<file path="src/rtl/rs_syndrome_calc_if.sv">
// Handshake bundle between the register-write front end, the syndrome
// calculator and the downstream error-locator stage.
interface rs_syndrome_calc_if #(
   parameter int NSYM = 4
);
   logic              start;
   logic              in_valid;
   logic [7:0]        in_data;
   logic              in_last;
   logic              in_ready;
   logic              synd_valid;
   logic              synd_ack;
   logic [8*NSYM-1:0] synd_out;
   logic              synd_nonzero;
   logic              len_err;
   logic              busy;

   modport master (
      output start, in_valid, in_data, in_last, synd_ack,
      input  in_ready, synd_valid, synd_out, synd_nonzero, len_err, busy
   );

   modport slave (
      input  start, in_valid, in_data, in_last, synd_ack,
      output in_ready, synd_valid, synd_out, synd_nonzero, len_err, busy
   );
endinterface

</file>
<file path="src/rtl/rs_syndrome_calc.sv">
// Streaming Reed-Solomon syndrome calculator over GF(2^8), poly 0x11D.
// Horner update S_j <= S_j*alpha^j ^ r for all j in parallel, one symbol per cycle.
module rs_syndrome_calc #(
   parameter int NSYM    = 4,
   parameter int MAX_LEN = 255
) (
   input  logic               clk,
   input  logic               rst,
   rs_syndrome_calc_if.slave  bus
);

   localparam logic [1:0] ST_IDLE  = 2'd0;
   localparam logic [1:0] ST_ACCUM = 2'd1;
   localparam logic [1:0] ST_DONE  = 2'd2;

   localparam logic [7:0] MAX_LEN_C = 8'(MAX_LEN);
   localparam logic [7:0] MIN_LEN_C = 8'(NSYM + 1);

   // Multiply by x modulo x^8+x^4+x^3+x^2+1.
   function automatic logic [7:0] xtime(input logic [7:0] a);
      xtime = {a[6:0], 1'b0} ^ (a[7] ? 8'h1D : 8'h00);
   endfunction

   function automatic logic [7:0] alpha_pow(input int e);
      logic [7:0] p;
      p = 8'h01;
      for (int i = 0; i < e; i++) p = xtime(p);
      return p;
   endfunction

   // With a constant b this folds to a fixed XOR network per output bit.
   function automatic logic [7:0] gf_mul(input logic [7:0] a, input logic [7:0] b);
      logic [7:0] acc;
      logic [7:0] sh;
      acc = 8'h00;
      sh  = a;
      for (int i = 0; i < 8; i++) begin
         if (b[i]) acc = acc ^ sh;
         sh = xtime(sh);
      end
      return acc;
   endfunction

   logic [1:0]        state;
   logic [7:0]        cnt;
   logic [7:0]        cnt_next;
   logic [8*NSYM-1:0] synd;
   logic [8*NSYM-1:0] synd_next;
   logic              len_err_q;
   logic              end_of_word;

   genvar j;
   generate
      for (j = 0; j < NSYM; j++) begin : g_horner
         localparam logic [7:0] ALPHA_J = alpha_pow(j);
         assign synd_next[8*j +: 8] = gf_mul(synd[8*j +: 8], ALPHA_J) ^ bus.in_data;
      end
   endgenerate

   assign cnt_next    = cnt + 8'd1;
   assign end_of_word = bus.in_last || (cnt_next == MAX_LEN_C);

   // NOTE: sequential state uses non-blocking assignments so every register
   // samples the pre-edge values; blocking here would create ordering races.
   always_ff @(posedge clk) begin
      if (rst) begin
         state     <= ST_IDLE;
         synd      <= '0;
         cnt       <= 8'd0;
         len_err_q <= 1'b0;
      end else if (bus.start) begin
         // start outranks ack and any symbol offered in the same cycle
         state     <= ST_ACCUM;
         synd      <= '0;
         cnt       <= 8'd0;
         len_err_q <= 1'b0;
      end else begin
         case (state)
            ST_IDLE: ;
            ST_ACCUM: begin
               if (bus.in_valid) begin
                  synd <= synd_next;
                  cnt  <= cnt_next;
                  if (end_of_word) begin
                     state     <= ST_DONE;
                     len_err_q <= (cnt_next < MIN_LEN_C) || !bus.in_last;
                  end
               end
            end
            ST_DONE: begin
               if (bus.synd_ack) state <= ST_IDLE;
            end
            default: state <= ST_IDLE;
         endcase
      end
   end

   assign bus.in_ready     = (state == ST_ACCUM);
   assign bus.busy         = (state == ST_ACCUM);
   assign bus.synd_valid   = (state == ST_DONE);
   assign bus.synd_out     = synd;
   assign bus.synd_nonzero = |synd;
   assign bus.len_err      = len_err_q;

endmodule

</file>
<file path="src/flat_wrapper.sv">
// flat-port wrapper written by rule: the top's interface ports become plain ports
module rs_syndrome_calc_flat 
#(
   parameter int NSYM    = 4,
   parameter int MAX_LEN = 255
)
  (clk, rst, bus_start, bus_in_valid, bus_in_data, bus_in_last, bus_synd_ack, bus_in_ready, bus_synd_valid, bus_synd_out, bus_synd_nonzero, bus_len_err, bus_busy);
  rs_syndrome_calc_if #(.NSYM(NSYM)) bus_i ();
  input  logic clk;
  input  logic rst;
  input wire logic [$bits(bus_i.start)-1:0] bus_start;
  input wire logic [$bits(bus_i.in_valid)-1:0] bus_in_valid;
  input wire logic [$bits(bus_i.in_data)-1:0] bus_in_data;
  input wire logic [$bits(bus_i.in_last)-1:0] bus_in_last;
  input wire logic [$bits(bus_i.synd_ack)-1:0] bus_synd_ack;
  output wire logic [$bits(bus_i.in_ready)-1:0] bus_in_ready;
  output wire logic [$bits(bus_i.synd_valid)-1:0] bus_synd_valid;
  output wire logic [$bits(bus_i.synd_out)-1:0] bus_synd_out;
  output wire logic [$bits(bus_i.synd_nonzero)-1:0] bus_synd_nonzero;
  output wire logic [$bits(bus_i.len_err)-1:0] bus_len_err;
  output wire logic [$bits(bus_i.busy)-1:0] bus_busy;
  assign bus_i.start = bus_start;
  assign bus_i.in_valid = bus_in_valid;
  assign bus_i.in_data = bus_in_data;
  assign bus_i.in_last = bus_in_last;
  assign bus_i.synd_ack = bus_synd_ack;
  assign bus_in_ready = bus_i.in_ready;
  assign bus_synd_valid = bus_i.synd_valid;
  assign bus_synd_out = bus_i.synd_out;
  assign bus_synd_nonzero = bus_i.synd_nonzero;
  assign bus_len_err = bus_i.len_err;
  assign bus_busy = bus_i.busy;
  rs_syndrome_calc #(.NSYM(NSYM), .MAX_LEN(MAX_LEN)) u_core (.clk(clk), .rst(rst), .bus(bus_i));
endmodule
</file>
<file path="config.mk">
export PLATFORM = sky130hd
export DESIGN_NAME = rs_syndrome_calc_flat
export DESIGN_NICKNAME = d
export VERILOG_FILES = /design/src/rtl/rs_syndrome_calc_if.sv /design/src/rtl/rs_syndrome_calc.sv /design/src/flat_wrapper.sv
export SDC_FILE = /design/constraint.sdc
export NUM_CORES = 1
export LEC_CHECK = 0
export BUFFER_PORTS_ARGS = -buffer_cell sky130_fd_sc_hd__buf_2
export CAP_MARGIN = 20
export CORE_MARGIN = 3
export CORE_UTILIZATION = 40
export CTS_BUF_LIST = sky130_fd_sc_hd__clkbuf_8
export CTS_CLUSTER_SIZE = 10
export DETAILED_ROUTE_END_ITERATION = 16
export GPL_TIMING_DRIVEN = 0
export PLACE_DENSITY = 0.66
export SETUP_SLACK_MARGIN = 0.02
export SLEW_MARGIN = 20
export SYNTH_ARGS = -nofsm -noshare
export SYNTH_HDL_FRONTEND = slang
export SYNTH_SLANG_ARGS = --single-unit
</file>
<file path="constraint.sdc">
create_clock -name clk -period 2.3 [get_ports clk]
set_input_delay 0.115 -clock clk [delete_from_list [all_inputs] [get_ports clk]]
set_output_delay 0.115 -clock clk [all_outputs]
set_load 0.01 [all_outputs]
</file>
==> metrics.cfg <==
[min_path]
hp-class=input port to flop
min_path_cells=3
holdPathEnd=u_core.state[0]
min_from=bus_start

[flow_run]
maxCapViolations=0

[placement]
portBuffers=50
dp.final_hpwl_mm=4.08
dp.cells=381
place_congestion=0.877
dpl_cell_area_sq_um=2540
preCtsSetupSlack_ns=0.303

[route]
wl_per_cell_um=14.1
routed_via_density=4.98
drc_errors=0
drt_wl_total_mm=5.49
first_pass_iters=4
dr.first_iter.drc_count=132
vias=1938
antenna_left=0

[worst_setup_path]
cp.required_ns=2.54
worstPathCellList=ha_1 > buf_2 > inv_1 > or3_4 > a2111oi_4 > a21oi_1 > o21ai_1
critPathLaunchType=flop
cp.arrival_ns=2.24
path_class=flop to flop
worst-path-max-fanout=7
crit_path_end_kind=flop
r2r_cells=7
crit_buf_inv=2
rr_endpoint=u_core.bus.len_err
reg2reg_slack_ns=0.29
path_delay_family=compound AO/OA/AOI/OAI gates
slowest_delay_ns=0.45
cp_slowest_cell=dfxtp_1
reg2reg_from=u_core.cnt[0]

[timing]
fmax_mhz=499
setup_tns_ns=0
setup_viol_count_final=0
fin_skew_ns=0.00481
slew_viol_final=0
tightest_slew_ns=0.543
holdWs_ns=0.0381
slew_headroom_pct=63.8
finalHoldViolations=0
finalCriticalPeriod_ns=2.01
finalCritPeriodShare_pct=87.2
fin_ws_ns=0.294
rsz0062_at_grt=false

[synthesis]
ys.flop_type=dfxtp_1
synth.area.mux_share_pct=0
synth_xor_xnor_area_share_pct=22.6
async_flop_share_pct=0
yosys.area.top_type=dfxtp_1
synth_top_family_by_area=XOR/XNOR gates
synth_compound_area_share_pct=13.3
synthAdderAreaFrac_pct=1.13
ys_top_cells_by_area=dfxtp_1 39%, xnor2_1 16%, xor2_1 6.7%
synth_top_area_share_pct=39.0
synthMostInstantiatedCell=dfxtp_1
synth_warnings=0
synthSimpleGateAreaFrac_pct=18.9
ys_types=33
synth-edff-count=0
syn_nets=277
syn_area_sq_um=2210
synth-seq-cells=43
synthCells=261
syn_avg_cell_area_sq_um=8.45
yosys-top-cells-count=43 x dfxtp_1, 40 x xnor2_1, 32 x nor2_1
seq_area_frac_synth_pct=39.0

[floorplanning]
rows=26
die_h_um=80.3
coreArea_sq_um=5200
dieArea_sq_um=6440
io_pins=51
start_util_pct=42.4
dieWidth_um=80.3

[clock_tree]
clkTransAtPathRegs_ns=0.08
hold_buffers=0
cts_resized=0
clockRootBuffer=clkbuf_8
clock_path_buffers=2
cts.sinks=43
cts_buffers=5
post_cts_buffers=0
worstSkewPairLatency_ns=0.30
cts_tree=done
htreeDepth=2

[grt]
grt_pass1_wl_mm=8.91
grt_usage_pct=18.0
antenna_found_initial=0
grt_overflow_total=0
grt_pass1_vias=1836
grt_max_degree=14

[power_and_ir_drop]
intPower_mw=1.09
p_leak_nw=1.01
swShare_pct=29.2
irDropWorstVdd_uv=374
clkPwrFrac_pct=30.9
p_per_area_nw_per_um2=588
finalPower_mw=1.54
p_sw_mw=0.450
power_frac_comb_pct=17.9
seqPwrFrac_pct=51.1

[status]
status=completed

[final_layout]
fillers=513
nNetsFinal=334
drive_above_1_share_pct=21.3
final_design_area_no_fill_sq_um=2630
instances_no_fill=389
fin_util_pct=50.5
syn_to_final_growth_pct=19.1
diodes=0

==> registers in the layout (all words and copies together), names as in the netlist <==
| name | count |
|---|---|
| u_core.bus.len_err | 1 |
| u_core.bus.synd_out | 32 |
| u_core.cnt | 8 |
| u_core.state | 2 |
==> cell type report <==
cell class | instances | area, sq um | share of cell area, %
plain buffers | 23 | 96.3 | 3.67
clock buffers | 5 | 68.8 | 2.62
clock inverters | 3 | 15.0 | 0.571
inverters | 4 | 15.0 | 0.571
multi-input cells | 191 | 1230 | 47.0
flip-flops and latches | 43 | 861 | 32.8
well taps | 70 | 87.6 | 3.33
repair buffers | 50 | 250 | 9.52
==> worst reg2reg max path, delay by kind of cell, from the launching register on <==
kind / cells / cell delay [ns]
compound gates: 3 / 0.69
flops: 1 / 0.45
fa+ha+maj: 1 / 0.18
buf+inv: 2 / 0.26
simple gates: 1 / 0.38
==> logic make-up (layout without fill, tap and decap cells) <==
kind of cell    count (synthesis)  after routing
compound gates                 42             42
xor+xnor                       57             57
fa+ha+maj                       2              2
buf+inv                        27             85
flops                          43             43
simple gates                   90             90
==> metal layers <==
layer,up-vias,wire length [um],track usage (%)
met3,4,317,3.81
met2,57,2420,27.5
met5,-,0,0
met4,0,41,5.07
met1,893,2710,25.4
li1,984,-,-
==> worst max-delay path by stage <==
stage | startpoint | end | slack, ns | cells after the start
finish | u_core.cnt[0] | u_core.bus.len_err | 0.29 | 7
global route | u_core.cnt[0] | u_core.state[1] | 0.14 | 7
detailed placement | u_core.cnt[0] | u_core.state[1] | 0.30 | 7
global placement | u_core.cnt[0] | u_core.bus.len_err | 0.30 | 7
floorplan | u_core.cnt[0] | u_core.bus.len_err | 0.52 | 7
CTS | u_core.cnt[0] | u_core.bus.len_err | 0.29 | 7
==> cell usage in the layout, fill, tap and decap left out, drive strengths merged, types with 8 or more instances in the layout <==
| master | netlist | final |
|---|---|---|
| clkbuf | 15 | 20 |
| xor2 | 17 | 17 |
| xnor2 | 40 | 40 |
| nand2 | 28 | 28 |
| buf | 8 | 58 |
| nor4 | 8 | 8 |
| a21oi | 14 | 14 |
| nor2 | 32 | 32 |
| a211oi | 17 | 17 |
| dfxtp | 43 | 43 |
==> power groups by stage <==
stage | combinational (mW) | clock [mW] | sequential [mW]
global route | 0.307 | 0.517 | 0.794
CTS | 0.278 | 0.488 | 0.790
finish | 0.277 | 0.477 | 0.789
global placement | 0.275 | 0 | 0.807
detailed placement | 0.277 | 0 | 0.807
floorplan | 0.178 | 0 | 0.812
Note: power is estimated with default switching activity, not from simulation.
